--- src/rtl/mmu_pkg.sv ---
// Shared MMU types: TLB op codes, sequencer states and the mmu TLB-instruction port structs.
package mmu_pkg;

   localparam int TLB_ENTRIES = 16;
   localparam int INDEX_W     = $clog2(TLB_ENTRIES);

   typedef logic [INDEX_W-1:0] tlb_index_t;

   typedef enum logic [1:0] {
      TLBP  = 2'd0,
      TLBR  = 2'd1,
      TLBWI = 2'd2,
      TLBWR = 2'd3
   } tlb_op_t;

   typedef enum logic [1:0] {
      ST_IDLE    = 2'd0,
      ST_ISSUE   = 2'd1,
      ST_CAPTURE = 2'd2,
      ST_COMMIT  = 2'd3
   } tlb_ctrl_state_t;

   typedef struct packed {
      logic [18:0] vpn2;
      logic [4:0]  rsvd;
      logic [7:0]  asid;
   } entry_hi_t;

   typedef struct packed {
      entry_hi_t   entry_hi;
      logic [31:0] entry_lo0;
      logic [31:0] entry_lo1;
      tlb_index_t  index;
      tlb_index_t  random;
      logic        is_tlbwi;
      logic        is_tlbwr;
   } mmu_req_t;

   // index carries the probe result with the P (miss) flag in bit 31
   typedef struct packed {
      logic [31:0] index;
      logic [31:0] entry_hi;
      logic [31:0] entry_lo0;
      logic [31:0] entry_lo1;
   } mmu_resp_t;

endpackage

--- src/rtl/tlb_random.sv ---
// CP0 Random register: free-running down-counter that wraps to the top entry at Wired.
module tlb_random
   import mmu_pkg::*;
#(
   parameter int TLB_ENTRIES = mmu_pkg::TLB_ENTRIES,
   parameter int INDEX_W     = mmu_pkg::INDEX_W
) (
   input  logic               clk,
   input  logic               reset,
   input  logic               wired_we,
   input  logic [INDEX_W-1:0] cp0_wired,
   output logic [INDEX_W-1:0] random
);

   localparam logic [INDEX_W-1:0] TOP = INDEX_W'(TLB_ENTRIES - 1);

   logic [INDEX_W-1:0] r_random;
   logic               w_wrap;

   // <= rather than == so a Wired raised above Random never lets it slip lower
   assign w_wrap = (r_random <= cp0_wired) || (cp0_wired >= TOP);

   always_ff @(posedge clk) begin
      if (reset) begin
         r_random <= TOP;
      end else if (wired_we) begin
         r_random <= TOP;
      end else if (w_wrap) begin
         r_random <= TOP;
      end else begin
         r_random <= r_random - 1'b1;
      end
   end

   assign random = r_random;

endmodule

--- src/rtl/tlb_op_ctrl.sv ---
// TLBP/TLBR/TLBWI/TLBWR sequencer: snapshots CP0 operands, drives the mmu port for one
// cycle, registers the probe/read result and commits CP0 writeback plus a refetch request.
module tlb_op_ctrl
   import mmu_pkg::*;
#(
   parameter int TLB_ENTRIES = mmu_pkg::TLB_ENTRIES,
   parameter int INDEX_W     = mmu_pkg::INDEX_W
) (
   input  logic               clk,
   input  logic               reset,
   input  logic               req_valid,
   input  logic [1:0]         req_op,
   output logic               req_ready,
   input  logic               kill,
   input  logic [31:0]        cp0_entry_hi,
   input  logic [31:0]        cp0_entry_lo0,
   input  logic [31:0]        cp0_entry_lo1,
   input  logic [31:0]        cp0_index,
   input  logic [INDEX_W-1:0] cp0_wired,
   input  logic               wired_we,
   output mmu_req_t           mmu_in,
   input  mmu_resp_t          mmu_out,
   output logic [INDEX_W-1:0] random,
   output logic               index_we,
   output logic [31:0]        index_wdata,
   output logic               entry_we,
   output logic [31:0]        entry_hi_wdata,
   output logic [31:0]        entry_lo0_wdata,
   output logic [31:0]        entry_lo1_wdata,
   output logic               done,
   output logic               flush_req,
   output logic               busy
);

   tlb_ctrl_state_t    r_state;
   tlb_ctrl_state_t    w_state_next;
   tlb_op_t            r_op;
   logic [31:0]        r_hi;
   logic [31:0]        r_lo0;
   logic [31:0]        r_lo1;
   logic [INDEX_W-1:0] r_index;
   logic [INDEX_W-1:0] r_random_snap;
   logic [31:0]        r_index_wdata;
   logic [31:0]        r_hi_wdata;
   logic [31:0]        r_lo0_wdata;
   logic [31:0]        r_lo1_wdata;
   logic [INDEX_W-1:0] w_random;
   logic               w_accept;
   logic               w_is_write;
   logic               w_unused;

   tlb_random #(
      .TLB_ENTRIES (TLB_ENTRIES),
      .INDEX_W     (INDEX_W)
   ) u_random (
      .clk       (clk),
      .reset     (reset),
      .wired_we  (wired_we),
      .cp0_wired (cp0_wired),
      .random    (w_random)
   );

   assign w_accept   = (r_state == ST_IDLE) && req_valid && !kill;
   assign w_is_write = (r_op == TLBWI) || (r_op == TLBWR);
   assign w_unused   = ^{cp0_index[31:INDEX_W], mmu_out.index[30:INDEX_W]};

   always_comb begin
      w_state_next = r_state;
      case (r_state)
         ST_IDLE:    if (w_accept) w_state_next = ST_ISSUE;
         ST_ISSUE:   w_state_next = kill ? ST_IDLE : ST_CAPTURE;
         // a write has already reached the TLB, so only reads may still be squashed
         ST_CAPTURE: w_state_next = (kill && !w_is_write) ? ST_IDLE : ST_COMMIT;
         default:    w_state_next = ST_IDLE;
      endcase
   end

   always_ff @(posedge clk) begin
      if (reset) begin
         r_state       <= ST_IDLE;
         r_op          <= TLBP;
         r_hi          <= '0;
         r_lo0         <= '0;
         r_lo1         <= '0;
         r_index       <= '0;
         r_random_snap <= '0;
         r_index_wdata <= '0;
         r_hi_wdata    <= '0;
         r_lo0_wdata   <= '0;
         r_lo1_wdata   <= '0;
      end else begin
         r_state <= w_state_next;
         if (w_accept) begin
            r_op          <= tlb_op_t'(req_op);
            r_hi          <= cp0_entry_hi;
            r_lo0         <= cp0_entry_lo0;
            r_lo1         <= cp0_entry_lo1;
            r_index       <= cp0_index[INDEX_W-1:0];
            r_random_snap <= w_random;
         end
         // mmu_out is only meaningful while ISSUE drives the snapshot; hold it for COMMIT
         if (r_state == ST_ISSUE && !kill) begin
            if (r_op == TLBP) begin
               r_index_wdata <= {mmu_out.index[31], {(31 - INDEX_W){1'b0}},
                                 mmu_out.index[INDEX_W-1:0]};
            end
            if (r_op == TLBR) begin
               r_hi_wdata  <= mmu_out.entry_hi;
               r_lo0_wdata <= mmu_out.entry_lo0;
               r_lo1_wdata <= mmu_out.entry_lo1;
            end
         end
      end
   end

   always_comb begin
      mmu_in               = '0;
      mmu_in.entry_hi.asid = cp0_entry_hi[7:0];
      if (r_state == ST_ISSUE) begin
         mmu_in.entry_hi  = entry_hi_t'(r_hi);
         mmu_in.entry_lo0 = r_lo0;
         mmu_in.entry_lo1 = r_lo1;
         mmu_in.index     = r_index;
         mmu_in.random    = r_random_snap;
         mmu_in.is_tlbwi  = (r_op == TLBWI) && !kill;
         mmu_in.is_tlbwr  = (r_op == TLBWR) && !kill;
      end
   end

   assign req_ready       = (r_state == ST_IDLE);
   assign busy            = (r_state != ST_IDLE);
   assign done            = (r_state == ST_COMMIT);
   assign index_we        = done && (r_op == TLBP);
   assign entry_we        = done && (r_op == TLBR);
   assign flush_req       = done && (r_op != TLBP);
   assign random          = w_random;
   assign index_wdata     = r_index_wdata;
   assign entry_hi_wdata  = r_hi_wdata;
   assign entry_lo0_wdata = r_lo0_wdata;
   assign entry_lo1_wdata = r_lo1_wdata;

endmodule

--- config.mk ---
export PLATFORM = sky130hd
export DESIGN_NAME = tlb_op_ctrl
export DESIGN_NICKNAME = d
export VERILOG_FILES = /design/src/rtl/mmu_pkg.sv /design/src/rtl/tlb_random.sv /design/src/rtl/tlb_op_ctrl.sv
export SDC_FILE = /design/constraint.sdc
export NUM_CORES = 1
export LEC_CHECK = 0
export CORE_AREA = 2 2 200 202
export DETAILED_ROUTE_END_ITERATION = 10
export DIE_AREA = 0 0 202 204
export MAX_ROUTING_LAYER = met4
export SYNTH_ARGS = -nofsm -noshare
export SYNTH_HDL_FRONTEND = slang
export SYNTH_SLANG_ARGS = --single-unit
--- constraint.sdc ---
create_clock -name clk -period 3.6 [get_ports clk]
set_clock_uncertainty 0.2 [all_clocks]
set_input_delay 0.54 -clock clk [delete_from_list [all_inputs] [get_ports clk]]
set_output_delay 0.54 -clock clk [all_outputs]
set_load 0.02 [all_outputs]
Word level (Yosys, flattened, before mapping)

Cells that the tools add are included.
Widths: inputs -> output; s select.

Flip-flop bits (word level): 213
Input port bits: 267

Add/sub/neg operators: 1
$lt $le $gt $ge: 2
Eq/ne operators: 7
Muxes and demuxes: 5
Reductions and logical operators: 20

Operators with widths:

| kind                | count |
|---|---|
| $mux 106            | 1 |
| $logic_and 1x1->1   | 9 |
| $eq 2x2->1 const B  | 4 |
| $mux 2              | 3 |
| $pmux 2 s3          | 1 |
| $eq 2x1->1 const B  | 2 |
| $ge 4x4->1 const B  | 1 |
| $le 4x4->1          | 1 |
| $logic_not 2->1     | 2 |
| $reduce_and 2->1    | 2 |
| $reduce_bool 2->1   | 2 |
| $sub 4x1->4 const B | 1 |
| $reduce_or 3->1     | 1 |
| $logic_not 1->1     | 2 |
| $logic_or 1x1->1    | 2 |
| $ne 2x1->1 const B  | 1 |

Depth between registers and ports, before layout

Gate-level depths: netlist of run 1.

Depth in word-level cells: 6
Gate-level depth with buffers: 7
Depth with buffers taken out: 5

Modules after synthesis

Synthesis of run 1 repeated with hierarchy kept, for this count alone.

Cells, all modules: 1112
Area, all modules: 9520.4 µm²

By module, submodules not included:

| module      | instances | cells an instance | area an instance (µm²) | seq. area each (µm²) |
|---|---|---|---|---|
| tlb_op_ctrl | 1         | 1084              | 9260.1                 | 4184.0 |
| tlb_random  | 1         | 28                | 260.2                  | 80.1 |

Worst setup path after synthesis of run 1

OpenSTA, ideal clock, no wires.

Path type: register -> output
From: register r_state[0]
To: output mmu_in[1] in the netlist's numbering
Arrival: 1.739 ns
Required time: 2.860 ns
Slack: 1.121 ns
Cell stages (with the launch flop): 6
Buffers on the path: 3
Cell sequence: dfxtp_1 -> buf_4 -> nor2b_1 -> clkbuf_1 -> clkbuf_1 -> nor4bb_1

RTL lines:

| item                     | RTL line          | text |
|---|---|---|
| start: declaration       | tlb_op_ctrl.sv:35 | `tlb_ctrl_state_t r_state;` |
| start signal: assignment | tlb_op_ctrl.sv:92 | `r_state <= w_state_next;` |
| end: declaration         | tlb_op_ctrl.sv:21 | `output mmu_req_t mmu_in,` |

==> flow_metrics.py, run 1 <==
metrics = {
    "synthesis": {
        "netlist_instances": 1117,
        "yosys.area.top_type": "dfxtp_1",
        "synth-seq-cells": 213,
        "synth-edff-count": 0,
        "synthArstFlopShare_pct": 0,
        "synth_flop_cell": "dfxtp_1",
        "synth_commonest_cells": "dfxtp_1 (213), nand2_1 (213), a21oi_1 (209)",
        "syn_area_sq_mm": 0.00881,
        "yosysSeqAreaShare_pct": 48.4,
        "avgSynthCellArea_sq_um": 7.89,
        "yosysWarnings": 0,
        "synth_cell_types": 33,
        "yosysTopAreaCellShare_pct": 48.4,
        "yosys-top-cells-area": "dfxtp_1 (48%), a21oi_1 (12%), nand2_1 (9.1%), and2_1 (6.8%), nand3_1 (5.7%)",
    },
    "power": {
        "p_total_mw": 5.51,
        "power_leakage_nw": 4.94,
        "netSwitchingPower_mw": 1.34,
        "p_clk_share_pct": 43.8,
        "p_per_area_mw_per_mm2": 387,
        "cellInternalPower_mw": 4.17,
        "switching_share_pct": 24.3,
        "power_frac_comb_pct": 11.6,
        "power_frac_seq_pct": 44.6,
        "irDropWorstVdd_uv": 290,
    },
    "placement": {
        "io_buffer_count": 428,
        "dpl_cell_area_sq_mm": 0.0134,
        "dpl.hpwl_mm": 21.3,
        "place_congestion": 0.804,
    },
    "worst_setup_path": {
        "end_kind": "output port",
        "worst_ep_arrival_time_ns": 2.61,
        "cp-start-kind": "register",
        "crit_type": "reg2out",
        "worstPathRequired_ns": 2.86,
        "cp_slowest_stage_delay_ns": 0.55,
        "cpMaxStageDelayCell": "clkdlybuf4s50_1",
        "crit_path_frequent_cell": "buf_12",
        "crit_chain": "nor2b_4, buf_12, buf_12, mux2_2, clkdlybuf4s50_1",
        "worstRegToRegCells": 4,
        "critPathMaxFanout": 27,
    },
    "routing": {
        "first_pass_iters": 4,
        "drc": 0,
        "viasPerCell": 4.42,
        "vias": 8977,
        "wire_per_inst_microns": 15.7,
        "ant_nets": 0,
        "routed_wl_mm": 31.8,
        "drt_iter0_markers": 475,
    },
    "run": {
        "drv_cap": 0,
    },
    "floorplanning": {
        "coreArea_sq_mm": 0.0392,
        "die_area_sq_mm": 0.0412,
        "start_util_pct": 22.5,
        "die_h_microns": 204,
        "rows": 73,
        "die_x_microns": 202,
        "io_pins": 511,
    },
    "clocking": {
        "htreeDepth": 1,
        "ctsLongestPathBuffers": 3,
        "holdBufCountCts": 0,
        "cts_tree": "yes",
        "cts_sinks": 213,
        "cts_buffers": 26,
        "cts_root_buffer": "clkbuf_16",
        "clk_pin_slew_ns": 0.06,
        "clkLatencyLatePin_ns": 0.54,
    },
    "timing": {
        "hold_violations": 0,
        "relSlewSlack_pct": 20.4,
        "fin_setup_tns_ns": 0,
        "tightest_slew_ns": 1.19,
        "grt_setup_unrepaired": "false",
        "timing.final.crit_share_pct": 93.1,
        "min_period_ns": 3.35,
        "maxSlewViolCount": 0,
        "finalSetupViolations": 0,
        "fmax_mhz": 298,
        "hold-worst-slack_ns": 0.248,
    },
    "finish": {
        "drive_above_1_share_pct": 4.78,
        "final_nets": 1762,
        "nFillCells": 4068,
        "area_delta_synth_final_pct": 61.6,
        "final_cell_area_sq_mm": 0.0142,
        "insertedDiodeCount": 0,
        "fin_util_pct": 36.3,
    },
    "min_path": {
        "min_path_cells": 2,
        "hold_path.class": "reg2reg",
    },
    "run_status": {
        "status": "complete, no violations",
    },
    "global_route": {
        "antenna_found_initial": 0,
        "grt_max_degree": 107,
        "grt_pass1_wl_mm": 48.6,
        "grt-ovfl-total": 0,
        "track_usage_pct": 15.0,
        "first_global_vias": 8714,
    },
}
## registers in the layout (all words and copies together), names as in the netlist
register / count
entry_hi_wdata: 32
entry_lo0_wdata: 32
entry_lo1_wdata: 32
r_hi: 32
r_lo0: 32
r_lo1: 32
index_wdata: 5
r_index: 4
r_random_snap: 4
u_random.random: 4
r_op: 2
r_state: 2
## layer usage
layer / GRT usage [%] / up-vias / wire length, microns
li1: - / 4417 / -
met1: 18.3 / 4169 / 13700
met2: 23.5 / 336 / 14500
met3: 4.85 / 55 / 2620
met4: 4.81 / 0 / 996
met5: - / - / 0
## power groups by stage
stage | clock [mW] | combinational [mW] | sequential, mW
final | 2.41 | 0.641 | 2.45
after global routing | 2.60 | 0.694 | 2.46
after CTS | 2.50 | 0.642 | 2.45
after detailed placement | 0 | 0.639 | 2.51
after global placement | 0 | 0.631 | 2.50
after floorplan | 0 | 0.300 | 2.50
## cell type report
| cell class | instances | area (sq um) | share of cell area [%] |
|---|---|---|---|
| clock buffers | 39 | 751 | 5.27 |
| clock inverters | 4 | 22.5 | 0.158 |
| inverters | 7 | 26.3 | 0.185 |
| multi-input cells | 793 | 3980 | 27.9 |
| flip-flops and latches | 213 | 4260 | 29.9 |
| well taps | 525 | 657 | 4.61 |
| repair buffers | 449 | 4540 | 31.9 |
## critical path, delay by kind of cell, from the launching register on
family	cells	cell delay (ns)
AND/OR/NAND/NOR	1	0.38
flip-flops	1	0.49
multiplexers	1	0.34
buffers and inverters	3	0.85
## per-stage QoR
step,std cells,setup slack [ns]
after detailed placement,1982,0.608
after global routing,2030,0.117
after CTS,2025,0.0929
after global placement,1982,0.696
after floorplan,1143,1.12
final,2030,0.249
## final timing paths
check	from	endpoint	slack [ns]
worst max register to register	r_state[1]	r_lo1[4]	1.28
worst min-delay path	r_lo1[16]	r_lo1[16]	0.25
worst max-delay path	r_state[0]	mmu_in[77]	0.25
worst min register to register	r_lo1[16]	r_lo1[16]	0.25
## timing repair
item,4_1_cts,5_1_grt
gates resized for setup,0,0
endpoints found under the setup margin,0,1
setup buffers,0,5
## logic make-up (layout without fill, tap and decap cells)
family	Yosys count	in the layout	synth area share [%]
simple gates	435	435	23.6
compound gates	316	316	18.2
flops	213	213	48.4
buf+inv	137	499	7.88
mux	8	8	1.02
fa+ha+maj	5	5	0.710
xor+xnor	2	2	0.199
other cells	1	27	0.0426
## cell usage in the layout (no fill, tap or decap), types with 4 or more instances in the layout
cell type	count
ha_1	5
o211ai_1	4
o21ai_0	101
nor2_1	6
a21oi_1	209
and2_1	96
mux2_2	8
nand2_1	213
clkdlybuf4s50_1	427
buf_4	13
dfxtp_1	213
buf_12	8
clkbuf_1	9
inv_1	7
conb_1	27
nand3_1	101
clkbuf_16	27
Note: power is estimated with default switching activity, not from simulation.
==> run 2, diff against run 1 <==
ABC_CLOCK_PERIOD_IN_PS = 3600   (was unset)
==> results of run 2 <==
Final layout, timing and power as in run 1 (identical DEF).
==> run 3, diff against run 2 <==
PLACE_DENSITY = 0.61   (was unset)
==> run 3 against run 2 <==
Effect of this change:
- clock power rose by 12%
- worst setup slack improved by 0.064 ns
- utilization grew 0.17 points
- sequential share of layout area decreased by 0.14 points
- via count is essentially flat
==> flow_metrics.py, run 3 (synthesis results as in run 1) <==
metrics = {
    "finish": {
        "area_delta_synth_final_pct": 62.4,
        "layout.cells.non_filler": 2031,
        "final_cell_mix": "clkdlybuf4s50_1 (427), nand2_1 (213), dfxtp_1 (213)",
        "final_cell_area_sq_mm": 0.0143,
        "drive_above_1_share_pct": 4.92,
        "final_nets": 1756,
        "final_common_cell": "clkdlybuf4s50_1",
    },
    "routing": {
        "ant_nets": 0,
        "drc": 0,
        "first_pass_iters": 5,
        "viasPerCell": 4.42,
        "routed_wl_mm": 31.2,
        "wire_per_inst_microns": 15.4,
        "vias": 8976,
        "drt_iter0_markers": 438,
    },
    "global_route": {
        "first_global_vias": 8510,
        "track_usage_pct": 14.7,
        "grt_max_degree": 107,
        "grt-ovfl-total": 0,
        "grt_pass1_wl_mm": 47.4,
        "antenna_found_initial": 0,
    },
    "power": {
        "irDropWorstVdd_uv": 302,
        "p_per_area_mw_per_mm2": 405,
        "power_leakage_nw": 4.96,
    },
    "worst_setup_path": {
        "worstPathRequired_ns": 2.86,
        "critPathBufInv": 3,
        "end_kind": "output port",
        "crit_type": "reg2out",
        "path_depth": 5,
        "critPathMaxFanout": 57,
        "cp-start-kind": "register",
        "cpMaxStageDelayCell": "clkdlybuf4s50_1",
        "worstRegToRegCells": 4,
        "crit_path_frequent_cell": "buf_12",
        "cp_top_family": "buffers and inverters",
        "cp_slowest_stage_delay_ns": 0.63,
        "worst_ep_arrival_time_ns": 2.55,
        "r2r_slack_ns": 1.29,
        "crit_chain": "nor2b_4, buf_12, buf_12, and2_1, clkdlybuf4s50_1",
    },
    "timing": {
        "timing.final.crit_share_pct": 91.3,
        "relSlewSlack_pct": 20.5,
        "finalSetupViolations": 0,
        "fmax_mhz": 304,
        "grt_setup_unrepaired": "false",
        "maxSlewViolCount": 0,
        "fin_setup_tns_ns": 0,
        "hold-worst-slack_ns": 0.247,
        "hold_violations": 0,
        "tightest_slew_ns": 1.19,
        "min_period_ns": 3.29,
    },
    "run": {
        "drv_cap": 0,
    },
    "floorplanning": {
        "die_h_microns": 204,
        "die_x_microns": 202,
        "start_util_pct": 22.5,
        "coreArea_sq_mm": 0.0392,
        "rows": 73,
        "die_area_sq_mm": 0.0412,
        "io_pins": 511,
    },
    "placement": {
        "dpl_cell_area_sq_mm": 0.0134,
        "place_congestion": 0.825,
        "io_buffer_count": 428,
        "dpl.hpwl_mm": 20.8,
        "placed_cells": 1978,
    },
    "clocking": {
        "holdBufCountCts": 0,
        "clk_pin_slew_ns": 0.06,
        "clkLatencyLatePin_ns": 0.55,
        "htreeDepth": 1,
        "ctsResizeCount": 0,
        "cts_tree": "yes",
        "cts_sinks": 213,
        "ctsLongestPathBuffers": 3,
        "cts_buffers": 27,
        "cts_root_buffer": "clkbuf_16",
        "post_cts_buffers": 0,
    },
    "run_status": {
        "status": "complete, no violations",
    },
    "min_path": {
        "hold_path.class": "reg2reg",
        "min_path_cells": 2,
    },
}
-- run 3: cell count changes in the layout (fill, tap and decap cells not counted) --
cell       delta
buf_4         -6
clkbuf_8      +4
clkbuf_1      -3
bufinv_16     +2
diode_2       +2
buf_12        -1
clkinv_2      +1
clkinv_4      +1
inv_6         +1
-- run 3: stage by stage --
stage | total power, mW | setup slack [ns] | util, %
floorplan | 2.80 | 1.12 | -
global placement | 3.13 | 0.727 | 34.1
detailed placement | 3.14 | 0.684 | 34.1
CTS | 5.89 | 0.0884 | 36.4
global route | 6.05 | 0.207 | 36.5
finish | 5.80 | 0.313 | 36.5
-- run 3: report_power, final --
| part | leakage, nW | internal (mW) | total (mW) | switching (mW) |
|---|---|---|---|---|
| clock | 0.443 | 1.66 | 2.71 | 1.05 |
| combinational | 2.79 | 0.320 | 0.634 | 0.314 |
| sequential | 1.73 | 2.42 | 2.45 | 0.0312 |
-- run 3: metal layers --
layer	wire length [microns]	vias up	share of wire, %	global-route usage [%]
met3	2640	60	8.5	4.51
met2	14200	346	46	22.7
li1	-	4418	-	-
met4	999	0	3.2	4.91
met5	0	-	0	-
met1	13300	4152	43	18.2
-- run 3: layout make-up --
class	instances	area [sq um]
Fill cell	4017	24900
Inverter	7	26.3
Multi-Input combinational cell	793	3980
Timing Repair Buffer	442	4480
Antenna cell	2	5.00
Clock buffer	40	795
Sequential cell	213	4260
Tap cell	525	657
Clock inverter	9	105
-- run 3: final timing paths --
check / to / from
worst max-delay path: mmu_in[25] / r_state[0]
worst min-delay path: r_hi[29] / r_hi[29]
worst max register to register: entry_lo1_wdata[11] / r_state[1]
worst min register to register: r_hi[29] / r_hi[29]
-- run 3: worst register-to-register path, cell delays in order (launching register included) --
cell	delay, ns
dfxtp_1	0.58
or3b_2	0.20
buf_4	0.67
o21ai_0	0.37
a21oi_1	0.19
